<file path="src/rtl/fx3_spi_slave.sv">
// fx3_spi_slave: mode-0 SPI responder bridging FX3 firmware to the settings bus and readback mux.
// Frame = {rd_nwr, addr} command followed by DWIDTH data bits, MSB first, sampled in the clk domain.
module fx3_spi_slave #(
   parameter int DWIDTH      = 32,
   parameter int AWIDTH      = 7,
   parameter int SYNC_STAGES = 2
) (
   input  logic              clk,
   input  logic              reset_n,
   input  logic              spi_sclk,
   input  logic              spi_cs_n,
   input  logic              spi_mosi,
   output logic              spi_miso,
   output logic              spi_miso_oe,
   output logic              set_stb,
   output logic [AWIDTH-1:0] set_addr,
   output logic [DWIDTH-1:0] set_data,
   output logic              rb_stb,
   output logic [AWIDTH-1:0] rb_addr,
   input  logic [DWIDTH-1:0] rb_data,
   output logic              frame_err
);
   localparam int FRAME = AWIDTH + 1 + DWIDTH;
   localparam logic [5:0] CMD_LAST = 6'(AWIDTH);
   localparam logic [5:0] LAST     = 6'(FRAME - 1);
   localparam logic [5:0] FULL     = 6'(FRAME);

   typedef enum logic [2:0] {WAIT_IDLE, IDLE, CMD, DATA_RD, DATA_WR, DONE} state_t;
   state_t state;

   logic [SYNC_STAGES-1:0] sclk_s, cs_s, mosi_s;
   logic                   sclk_d, cs_d;
   logic                   sclk_rise, sclk_fall, cs_rise, cs_fall, cs_now, mosi_b;
   logic [AWIDTH:0]        cmd, cmd_nx;
   logic [5:0]             bit_cnt;
   logic [DWIDTH-1:0]      rx_shift, tx_shift;
   logic [1:0]             rb_dly;

   always_comb begin
      cs_now    = cs_s[SYNC_STAGES-1];
      mosi_b    = mosi_s[SYNC_STAGES-1];
      sclk_rise = sclk_s[SYNC_STAGES-1] & ~sclk_d;
      sclk_fall = ~sclk_s[SYNC_STAGES-1] & sclk_d;
      cs_rise   = cs_now & ~cs_d;
      cs_fall   = ~cs_now & cs_d;
      cmd_nx    = {cmd[AWIDTH-1:0], mosi_b};
   end

   // Chains clear to 0 so a cs_n held low across reset release never looks like a fresh frame start.
   always_ff @(posedge clk) begin
      if (!reset_n) begin
         sclk_s <= '0;
         cs_s   <= '0;
         mosi_s <= '0;
         sclk_d <= 1'b0;
         cs_d   <= 1'b0;
      end else begin
         sclk_s <= {sclk_s[SYNC_STAGES-2:0], spi_sclk};
         cs_s   <= {cs_s[SYNC_STAGES-2:0], spi_cs_n};
         mosi_s <= {mosi_s[SYNC_STAGES-2:0], spi_mosi};
         sclk_d <= sclk_s[SYNC_STAGES-1];
         cs_d   <= cs_now;
      end
   end

   always_ff @(posedge clk) begin
      if (!reset_n) begin
         state       <= WAIT_IDLE;
         spi_miso    <= 1'b0;
         spi_miso_oe <= 1'b0;
         set_stb     <= 1'b0;
         set_addr    <= '0;
         set_data    <= '0;
         rb_stb      <= 1'b0;
         rb_addr     <= '0;
         frame_err   <= 1'b0;
         cmd         <= '0;
         bit_cnt     <= '0;
         rx_shift    <= '0;
         tx_shift    <= '0;
         rb_dly      <= '0;
      end else begin
         set_stb   <= 1'b0;
         rb_stb    <= 1'b0;
         frame_err <= 1'b0;
         rb_dly    <= {rb_dly[0], rb_stb};
         // Readback value is valid two cycles after the strobe, well before the first data fall.
         if (rb_dly[1])
            tx_shift <= rb_data;
         else if (state == DATA_RD && !cs_rise && sclk_fall)
            tx_shift <= tx_shift << 1;
         case (state)
            WAIT_IDLE: if (cs_now) state <= IDLE;
            IDLE: begin
               bit_cnt     <= '0;
               spi_miso    <= 1'b0;
               spi_miso_oe <= cs_fall;
               if (cs_fall) state <= CMD;
            end
            default: begin
               if (cs_rise) begin
                  state       <= IDLE;
                  spi_miso    <= 1'b0;
                  spi_miso_oe <= 1'b0;
                  frame_err   <= bit_cnt != '0 && bit_cnt != FULL;
               end else begin
                  if (sclk_rise && bit_cnt != FULL) bit_cnt <= bit_cnt + 6'd1;
                  if (state == CMD && sclk_rise) begin
                     cmd <= cmd_nx;
                     if (bit_cnt == CMD_LAST) begin
                        state <= cmd_nx[AWIDTH] ? DATA_RD : DATA_WR;
                        if (cmd_nx[AWIDTH]) begin
                           rb_addr <= cmd_nx[AWIDTH-1:0];
                           rb_stb  <= 1'b1;
                        end
                     end
                  end
                  if (state == DATA_WR && sclk_rise) begin
                     rx_shift <= {rx_shift[DWIDTH-2:0], mosi_b};
                     if (bit_cnt == LAST) begin
                        set_addr <= cmd[AWIDTH-1:0];
                        set_data <= {rx_shift[DWIDTH-2:0], mosi_b};
                        set_stb  <= 1'b1;
                        state    <= DONE;
                     end
                  end
                  if (state == DATA_RD) begin
                     if (sclk_fall) spi_miso <= tx_shift[DWIDTH-1];
                     if (sclk_rise && bit_cnt == LAST) state <= DONE;
                  end
                  if (state == DONE) spi_miso <= 1'b0;
               end
            end
         endcase
      end
   end
endmodule
</file>
<file path="config.mk">
export PLATFORM = sky130hd
export DESIGN_NAME = fx3_spi_slave
export DESIGN_NICKNAME = d
export VERILOG_FILES = /design/src/rtl/fx3_spi_slave.sv
export SDC_FILE = /design/constraint.sdc
export NUM_CORES = 1
export LEC_CHECK = 0
export ABC_AREA = 1
export BUFFER_PORTS_ARGS = -buffer_cell sky130_fd_sc_hd__buf_2
export CAP_MARGIN = 20
export CORE_MARGIN = 2
export CORE_UTILIZATION = 51
export CTS_CLUSTER_DIAMETER = 60
export DETAILED_ROUTE_END_ITERATION = 6
export PLACE_DENSITY = 0.78
export SETUP_SLACK_MARGIN = 0.02
export SLEW_MARGIN = 10
export SYNTH_ARGS = -nofsm -noshare
export SYNTH_HDL_FRONTEND = slang
export SYNTH_SLANG_ARGS = --single-unit
</file>
<file path="constraint.sdc">
create_clock -name clk -period 1.8 [get_ports clk]
set_clock_uncertainty 0.15 [all_clocks]
set_input_delay 0.09 -clock clk [delete_from_list [all_inputs] [get_ports clk]]
set_output_delay 0.09 -clock clk [all_outputs]
set_load 0.05 [all_outputs]
</file>
==> results of run 1 <==
## cells by family after synthesis
| kind of cell | after synthesis | synth area share, % |
|---|---|---|
| muxes | 30 | 6.07 |
| adders and majority gates | 2 | 0.451 |
| and+or+nand+nor | 316 | 23.4 |
| xor gates and xnor gates | 1 | 0.158 |
| AOI/OAI and AO/OA | 142 | 12.8 |
| buffers and inverters | 84 | 6.52 |
| DFF | 140 | 50.6 |
## worst paths after layout
check,start,end,slack (ps),cells after the start
setup / recovery,bit_cnt[1],set_data[28],10,9
hold / removal,rb_data[0],tx_shift[0],240,4
setup reg to reg,bit_cnt[1],set_data[28],10,9
hold reg to reg,mosi_s[0],mosi_s[1],260,2
## placed cells by master (no fill, tap or decap), types with 4 or more instances in the layout
| master | instances |
|---|---|
| o21ai_0 | 59 |
| clkinv_4 | 5 |
| dfxtp_1 | 136 |
| nand3_1 | 16 |
| inv_6 | 4 |
| clkbuf_16 | 20 |
| o21ai_1 | 30 |
| mux2_2 | 29 |
| nor2_2 | 16 |
| dlygate4sd3_1 | 39 |
| buf_4 | 22 |
| buf_2 | 87 |
| nor2_4 | 5 |
| nand2_2 | 7 |
| inv_1 | 37 |
| nand2_1 | 104 |
| buf_12 | 5 |
| nor2_1 | 154 |
| a21oi_1 | 51 |
| buf_6 | 4 |
## flip-flops by register name, summed over array words and instances (netlist names)
signal / count
bit_cnt: 6
cmd: 7
cs_d: 1
cs_s: 2
frame_err: 1
mosi_s: 2
rb_addr: 7
rb_dly: 2
rb_stb: 1
rx_shift: 31
sclk_d: 1
sclk_s: 2
set_addr: 7
set_data: 32
set_stb: 1
spi_miso: 1
spi_miso_oe: 1
state: 3
tx_shift: 32
## what timing repair did
item,in CTS,in global routing
cloned,0,7
hold buffers,39,0
gates resized for setup,12,61
setup buffers,0,8
endpoints found under the hold margin,132,0
endpoints found under the setup margin,77,83
pin swaps,0,11
## per-layer routing
layer | track usage [%] | wire, um | vias to the layer above
met1 | 25.9 | 6060 | 2444
met5 | 0 | 0 | -
met3 | 5.79 | 527 | 37
met4 | 9.16 | 326 | 0
li1 | - | - | 2590
met2 | 39.8 | 7460 | 129
## layout make-up
class / count / area, um^2 / share of cell area, %
Timing Repair Buffer: 162 / 1250 / 16.7
Inverter: 42 / 178 / 2.38
Multi-Input combinational cell: 492 / 2490 / 33.3
Sequential cell: 140 / 2810 / 37.6
Clock buffer: 17 / 414 / 5.54
Clock inverter: 14 / 161 / 2.16
Tap cell: 140 / 175 / 2.34
## critical path, delay by kind of cell (launching register included)
kind	cells	cell delay [ps]
compound gates	1	150
fa+ha+maj	1	170
buf+inv	1	190
flops	1	380
simple gates	6	630
## power groups by stage
| stage | registers [mW] | clock network [mW] | logic, mW |
|---|---|---|---|
| after floorplan | 3.18 | 0 | 0.108 |
| after global placement | 3.18 | 0 | 0.184 |
| after detailed placement | 3.18 | 0 | 0.188 |
| after CTS | 3.11 | 3.38 | 0.256 |
| after global routing | 3.11 | 3.52 | 0.303 |
| final | 3.12 | 3.36 | 0.280 |
==> qor.csv, run 1 <==
stage,metric,value,unit
status,status,"complete, no violations",
layout,syn_to_final_growth,34.9,%
sta,rsz0062_at_grt,true,
clocking,cts_tree,done,
power,power,6.76,mW
global_routing,grt_max_degree,101,
logic_synthesis,netlist_instances,715,
logic_synthesis,ys_top_cells_by_count,"nor2_1, dfxtp_1, nand2_1",
power,intPower,5.23,mW
clocking,insertion_delay,530,ps
logic_synthesis,synth_area_leaders,"dfxtp_1, nor2_1, o21ai_0, nand2_1, mux2_2",
setup_path,critPathKind,reg -> reg,
logic_synthesis,yosysWarningCount,0,
run,maxCapViolCount,0,
logic_synthesis,ys_types,27,
power,power_density,904,nW/um^2
setup_path,crit_fanout,7,
power,p_sw,1.53,mW
setup_path,path_cells,"ha_4, nand2_2, nor2_4, nand2_2, nor2_4, nand2_8, clkbuf_16, o21ai_4, nor2_1",
layout,fillCellCount,793,
logic_synthesis,yosysSeqAreaShare,50.6,%
power,peakVddDrop,0.465,mV
sta,fin_crit,1790,ps
place,placedCellCount,922,
layout,nets,894,
clocking,cts_buffers,17,
sta,setup_ws,14.2,ps
global_routing,grt_remaining_overflow,0,
sta,max-slew-margin-rel,73.6,%
sta,max_freq,560,MHz
place,place.port_buffers,87,
setup_path,crit_path_end_kind,register,
logic_synthesis,synth_top_cell_by_area,dfxtp_1,
routing,vias,5200,
logic_synthesis,synth_area,5540,um^2
setup_path,cp_slowest_cell,dfxtp_4,
logic_synthesis,ys.flop_type,dfxtp_1,
layout,design_area,7480,um^2
sta,worstMarginPinSlew,395,ps
clocking,cts-root-buf,clkbuf_8,
sta,fin_crit_sh,99.2,%
routing,post-route-drc-count,0,
logic_synthesis,synth_top_cell_area_share,50.6,%
global_routing,grt_pass1_vias,4695,
global_routing,grt_pass1_wl,20800,um
clocking,clockBufferDepth,2,
place,gp_congestion,0.879,
floorplan,die_area,11700,um^2
power,pwr-share-seq,46.1,%
floorplan,core_area,10700,um^2
clocking,clock_sinks,140,
power,leakage,3.19,nW
global_routing,grt_use_total,22.5,%
power,p_clk_share,49.7,%
sta,drv_slew,0,
global_routing,antenna_found_initial,0,
logic_synthesis,synth_edf_count,0,
clocking,htreeDepth,4,
routing,drt-vias-per-instance,5.16,
setup_path,cp.required,2060,ps
layout,post-route-util,69.9,%
clocking,clk_pin_slew,60,ps
routing,dr.first_iter.drc_count,340,
routing,first_pass_iters,7,
logic_synthesis,yosysMostFrequentCell,nor2_1,
floorplan,die_w,108,um
routing,wire_per_inst,14.3,um
sta,worst_hold_slack,243,ps
place,pre_cts_slack,-176,ps
logic_synthesis,async_flop_share,0,%
layout,num_antenna_cells,0,
floorplan,row_count,38,
routing,totalWireLength,14400,um
setup_path,start_kind,register,
layout,drive_above_1_share,26.4,%
layout,final_cells,1007,
logic_synthesis,synth_nets,754,
setup_path,max_stage_delay,380,ps
place,hpwlAfterDp,8000,um
place,place_area,6180,um^2
floorplan,initial_core_util,51.8,%
sta,finalHoldViolCount,0,
sta,fin_setup_tns,0,ps
sta,setup_viol,0,
worst_hold_path,hold_class,in -> reg,
floorplan,chipHeight,108,um
power,p_sw_share,22.6,%
routing,drtAntennaViolNets,0,
logic_synthesis,yosys_register_bits,140,
floorplan,ios,88,
setup_path,crit_arrival,2050,ps
power,combPwrFrac,4.1,%
logic_synthesis,avgSynthCellArea,7.75,um^2
No activity file was read; power rests on OpenSTA's default activity.
==> run 2: changes to the inputs <==
- GPL_TIMING_DRIVEN: unset -> 0
==> qor.csv, run 2 (synthesis gave the netlist of run 1 again) <==
stage,metric,value,unit,change
status,status,"complete, no violations",,unchanged
power,power_density,938,nW/um^2,was 904 nW/um^2
clocking,cts-root-buf,clkbuf_8,,unchanged
setup_path,crit_fanout,10,,was 7
setup_path,path_cells,"inv_1, nor2_4, inv_2, nand2_1, nand2_2, inv_2, buf_6, nand2_1, a21oi_2",,"was ha_4, nand2_2, nor2_4, nand2_2, nor2_4, nand2_8, clkbuf_16, o21ai_4, nor2_1"
setup_path,start_kind,register,,unchanged
setup_path,cp_slowest_cell,dfxtp_2,,was dfxtp_4
routing,vias,5218,,was 5200
routing,wire_per_inst,13.4,um,was 14.3 um
clocking,cts_buffers,17,,unchanged
floorplan,core_area,10700,um^2,unchanged
sta,fin_crit_sh,97.1,%,was 99.2%
global_routing,grt_pass1_vias,4821,,was 4695
layout,drive_above_1_share,26.0,%,was 26.4%
sta,max_freq,572,MHz,was 560 MHz
run,maxCapViolCount,0,,unchanged
floorplan,die_area,11700,um^2,unchanged
clocking,clockBufferDepth,2,,unchanged
sta,setup_viol,0,,unchanged
floorplan,initial_core_util,51.8,%,unchanged
layout,final_common_cell,nor2_1,,unchanged
routing,totalWireLength,13600,um,was 14400 um
layout,nets,900,,was 894
routing,drt-vias-per-instance,5.14,,was 5.16
routing,dr.first_iter.drc_count,344,,was 340
power,power,6.85,mW,was 6.76 mW
setup_path,cp.required,2090,ps,was 2060 ps
place,place_area,6150,um^2,was 6180 um^2
global_routing,grt_use_total,23.6,%,was 22.5%
layout,mostFrequentLayoutCells,"nor2_1, dfxtp_1, nand2_1, buf_2, o21ai_0",,unchanged
clocking,htreeDepth,4,,unchanged
sta,worst_hold_slack,104,ps,was 243 ps
sta,fin_crit,1750,ps,was 1790 ps
global_routing,grt_remaining_overflow,0,,unchanged
sta,finalHoldViolCount,0,,unchanged
layout,reg_top3,"set_data: 32 flops, tx_shift: 32 flops, rx_shift: 31 flops",,unchanged
routing,post-route-drc-count,0,,unchanged
clocking,insertion_delay,520,ps,was 530 ps
layout,post-route-util,68.3,%,was 69.9%
setup_path,critPathKind,reg -> reg,,unchanged
routing,drtAntennaViolNets,0,,unchanged
setup_path,crit_arrival,2040,ps,was 2050 ps
place,hpwlAfterDp,8040,um,was 8000 um
worst_hold_path,hold_class,in -> reg,,unchanged
sta,worstMarginPinSlew,527,ps,was 395 ps
layout,syn_to_final_growth,31.7,%,was 34.9%
power,leakage,3.13,nW,was 3.19 nW
global_routing,grt_pass1_wl,22100,um,was 20800 um
place,place.port_buffers,86,,was 87
floorplan,ios,88,,unchanged
floorplan,row_count,38,,unchanged
power,peakVddDrop,0.697,mV,was 0.465 mV
sta,fin_setup_tns,0,ps,unchanged
global_routing,grt_max_degree,17,,was 101
setup_path,max_stage_delay,350,ps,was 380 ps
setup_path,crit_path_end_kind,register,,unchanged
floorplan,chipHeight,108,um,unchanged
clocking,cts_tree,done,,unchanged
floorplan,die_w,108,um,unchanged
clocking,clock_sinks,140,,unchanged
routing,first_pass_iters,7,,unchanged
clocking,clk_pin_slew,70,ps,was 60 ps
global_routing,antenna_found_initial,1,,was 0
layout,design_area,7300,um^2,was 7480 um^2
sta,rsz0062_at_grt,true,,unchanged
sta,max-slew-margin-rel,64.9,%,was 73.6%
place,gp_congestion,0.890,,was 0.879
sta,drv_slew,0,,unchanged
-- run 2: changes by cell type in the layout (fill, tap and decap cells not counted), sizes merged --
| cell | previous run | this run |
|---|---|---|
| diode | 0 | 1 |
| clkbuf | 21 | 46 |
| nand2 | 114 | 113 |
| buf | 119 | 106 |
| inv | 45 | 48 |
| dlygate4sd3 | 39 | 36 |
| clkinv | 6 | 2 |
-- run 2: stage by stage --
step,std cells,setup slack [ps]
floorplan,715,48.6
global placement,941,-276
detailed placement,941,-286
CTS,1011,24.8
global route,1015,-59.5
finish,1015,52.9
-- run 2: path summary, 6_finish.rpt --
kind | start | cells past startpoint | endpoint | slack, ps
setup / recovery | cs_s[1] | 9 | tx_shift[11] | 50
hold / removal | reset_n | 4 | cs_s[1] | 100
setup reg to reg | cs_s[1] | 9 | tx_shift[11] | 50
hold reg to reg | cs_s[0] | 2 | cs_s[1] | 260
-- run 2: power breakdown --
| group | switching (mW) | internal [mW] | leakage [nW] |
|---|---|---|---|
| Combinational | 0.138 | 0.120 | 1.72 |
| Sequential | 0.00841 | 3.10 | 1.13 |
| Clock | 1.44 | 2.04 | 0.278 |
-- run 2: timing repair --
| action | CTS | global route |
|---|---|---|
| gates cloned | 0 | 1 |
| gates resized for setup | 24 | 61 |
| setup endpoints to repair | 47 | 114 |
| pin swaps | 1 | 23 |
| endpoints found under the hold margin | 45 | 0 |
| buffers inserted | 2 | 3 |
| hold buffers | 36 | 0 |
-- run 2: metal layers --
metal  global-route usage [%]  wire (um)  share of wire (%)
met5                        0          0                  0
met4                     10.3        424                3.1
met2                     38.7       6690                 49
met1                     29.9       5860                 43
met3                     5.18        636                4.7
-- run 2: cell type report --
| cell class | instances | area [um^2] |
|---|---|---|
| fillers | 820 | 3400 |
| flip-flops and latches | 140 | 2810 |
| multi-input cells | 491 | 2450 |
| repair buffers | 128 | 866 |
| clock buffers | 19 | 432 |
| plain buffers | 41 | 250 |
| well taps | 140 | 175 |
| inverters | 42 | 158 |
| clock inverters | 13 | 155 |
| diodes | 1 | 2.50 |
-- run 2: critical path: cells and delay by family (launching register included) --
family / cells / cell delay [ps]
and+or+nand+nor: 4 / 500
buffers and inverters: 4 / 480
AOI/OAI and AO/OA: 1 / 180
DFF: 1 / 350
==> run 3: changes to the inputs <==
- RECOVER_POWER: unset -> 25
==> qor.csv, run 3 (synthesis gave the netlist of run 1 again) <==
stage,metric,value,unit,change
routing,dr.first_iter.drc_count,361,,was 344
power,power_density,943,nW/um^2,was 938 nW/um^2
floorplan,core_area,10700,um^2,unchanged
sta,rsz0062_at_grt,true,,unchanged
worst_hold_path,hold_depth,4,,unchanged
floorplan,ios,88,,unchanged
layout,reg_top3,"set_data: 32 flops, tx_shift: 32 flops, rx_shift: 31 flops",,unchanged
floorplan,die_w,108,um,unchanged
floorplan,chipHeight,108,um,unchanged
layout,drive_above_1_share,22.9,%,was 26.0%
setup_path,critPathKind,reg -> reg,,unchanged
place,hpwlAfterDp,8040,um,unchanged
power,leakage,3.01,nW,was 3.13 nW
setup_path,start_kind,register,,unchanged
layout,final_common_cell,nor2_1,,unchanged
sta,fin_setup_tns,0,ps,unchanged
global_routing,antenna_found_initial,1,,unchanged
worst_hold_path,hold_class,in -> reg,,unchanged
clocking,clock_sinks,140,,unchanged
layout,syn_to_final_growth,31.1,%,was 31.7%
sta,setup_viol,0,,unchanged
sta,setup_ws,47.8,ps,was 52.9 ps
layout,mostFrequentLayoutCells,"nor2_1, dfxtp_1, nand2_1, o21ai_0, buf_2",,"was nor2_1, dfxtp_1, nand2_1, buf_2, o21ai_0"
sta,max-slew-margin-rel,53.9,%,was 64.9%
routing,totalWireLength,13600,um,about the same
setup_path,ff2ff_path_depth,9,,unchanged
power,power,6.85,mW,about the same
sta,finalHoldViolCount,0,,unchanged
clocking,clockBufferDepth,2,,unchanged
status,status,"finished, violations left",,"was complete, no violations"
power,peakVddDrop,0.696,mV,was 0.697 mV
global_routing,grt_max_degree,17,,unchanged
routing,drtAntennaViolNets,0,,unchanged
setup_path,crit_arrival,2010,ps,was 2040 ps
layout,fillCellCount,829,,was 820
routing,drt-vias-per-instance,5.13,,was 5.14
routing,wire_per_inst,13.4,um,about the same
routing,vias,5209,,was 5218
clocking,cts-root-buf,clkbuf_8,,unchanged
place,pre_cts_slack,-286,ps,unchanged
place,place.port_buffers,86,,unchanged
place,placedCellCount,941,,unchanged
run,maxCapViolCount,0,,unchanged
clocking,cts_buffers,17,,unchanged
setup_path,crit_fanout,10,,unchanged
sta,fin_crit,1750,ps,about the same
sta,max_freq,571,MHz,was 572 MHz
routing,first_pass_iters,7,,unchanged
clocking,cts_tree,done,,unchanged
clocking,clk_pin_slew,60,ps,was 70 ps
global_routing,grt_pass1_vias,4821,,unchanged
routing,post-route-drc-count,4,,was 0
floorplan,initial_core_util,51.8,%,unchanged
setup_path,cp.required,2060,ps,was 2090 ps
floorplan,row_count,38,,unchanged
sta,worstMarginPinSlew,695,ps,was 527 ps
sta,drv_slew,0,,unchanged
floorplan,die_area,11700,um^2,unchanged
global_routing,grt_use_total,23.6,%,unchanged
layout,nets,900,,unchanged
global_routing,grt_remaining_overflow,0,,unchanged
global_routing,grt_pass1_wl,22100,um,unchanged
setup_path,crit_path_end_kind,register,,unchanged
status,violations,DRC,,
sta,fin_crit_sh,97.3,%,was 97.1%
place,gp_congestion,0.890,,unchanged
layout,final_cells,1015,,unchanged
clocking,htreeDepth,4,,unchanged
clocking,insertion_delay,520,ps,about the same
-- run 3: area by class of cell --
class / count / area, um^2 / share of cell area (%)
antenna: 1 / 2.50 / 0.0344
inverter: 42 / 158 / 2.17
multi-input combinational: 491 / 2450 / 33.7
clock inverter: 13 / 155 / 2.13
clock buffer: 19 / 432 / 5.94
timing repair buffer: 128 / 832 / 11.4
sequential: 140 / 2810 / 38.7
tap: 140 / 175 / 2.41
buffer: 41 / 250 / 3.44
-- run 3: routing by layer --
layer  part of all wire [%]  up-vias  wire [um]  track usage, %
li1                       -     2599          -               -
met1                     43     2416       5820            29.9
met2                     49      157       6660            38.7
met3                    4.9       37        671            5.18
met4                    3.3        0        449            10.3
met5                      0        -          0               0
-- run 3: where the power goes --
part	leakage [nW]	switching, mW	internal (mW)
Combinational	1.60	0.138	0.120
Sequential	1.13	0.00842	3.10
Clock	0.278	1.44	2.04
Total	3.01	1.58	5.27
-- run 3: final timing paths --
| path | slack, ps | end | startpoint |
|---|---|---|---|
| max | 50 | set_data[17] | bit_cnt[1] |
| min | 90 | cs_s[1] | reset_n |
| max reg2reg | 50 | set_data[17] | bit_cnt[1] |
| min reg2reg | 260 | cs_s[1] | cs_s[0] |
-- run 3: metrics by stage --
step | hold WS, ps | util, % | area (um^2)
floorplan | 37.6 | - | 5540
global placement | 123 | 57.5 | 6150
detailed placement | 124 | 57.5 | 6150
CTS | 92.8 | 67.0 | 7170
global route | 158 | 67.9 | 7270
finish | 91.0 | 67.9 | 7270
-- run 3: timing repair --
item                                    CTS  global route
setup buffers                             2             3
endpoints found under the setup margin   47           114
hold buffers                             36             0
pin swaps                                 1            23
cloned                                    0             1
resized for setup                        24            61
endpoints found under the hold margin    45             0
-- run 3: critical path, cell delays in order (launching register included) --
cell	delay (ps)
dfxtp_4	380
ha_4	180
nand2_2	50
nor2_2	120
nand2_1	90
nor2_2	120
nand2_2	120
buf_2	200
o21ai_0	190
nor2_1	70
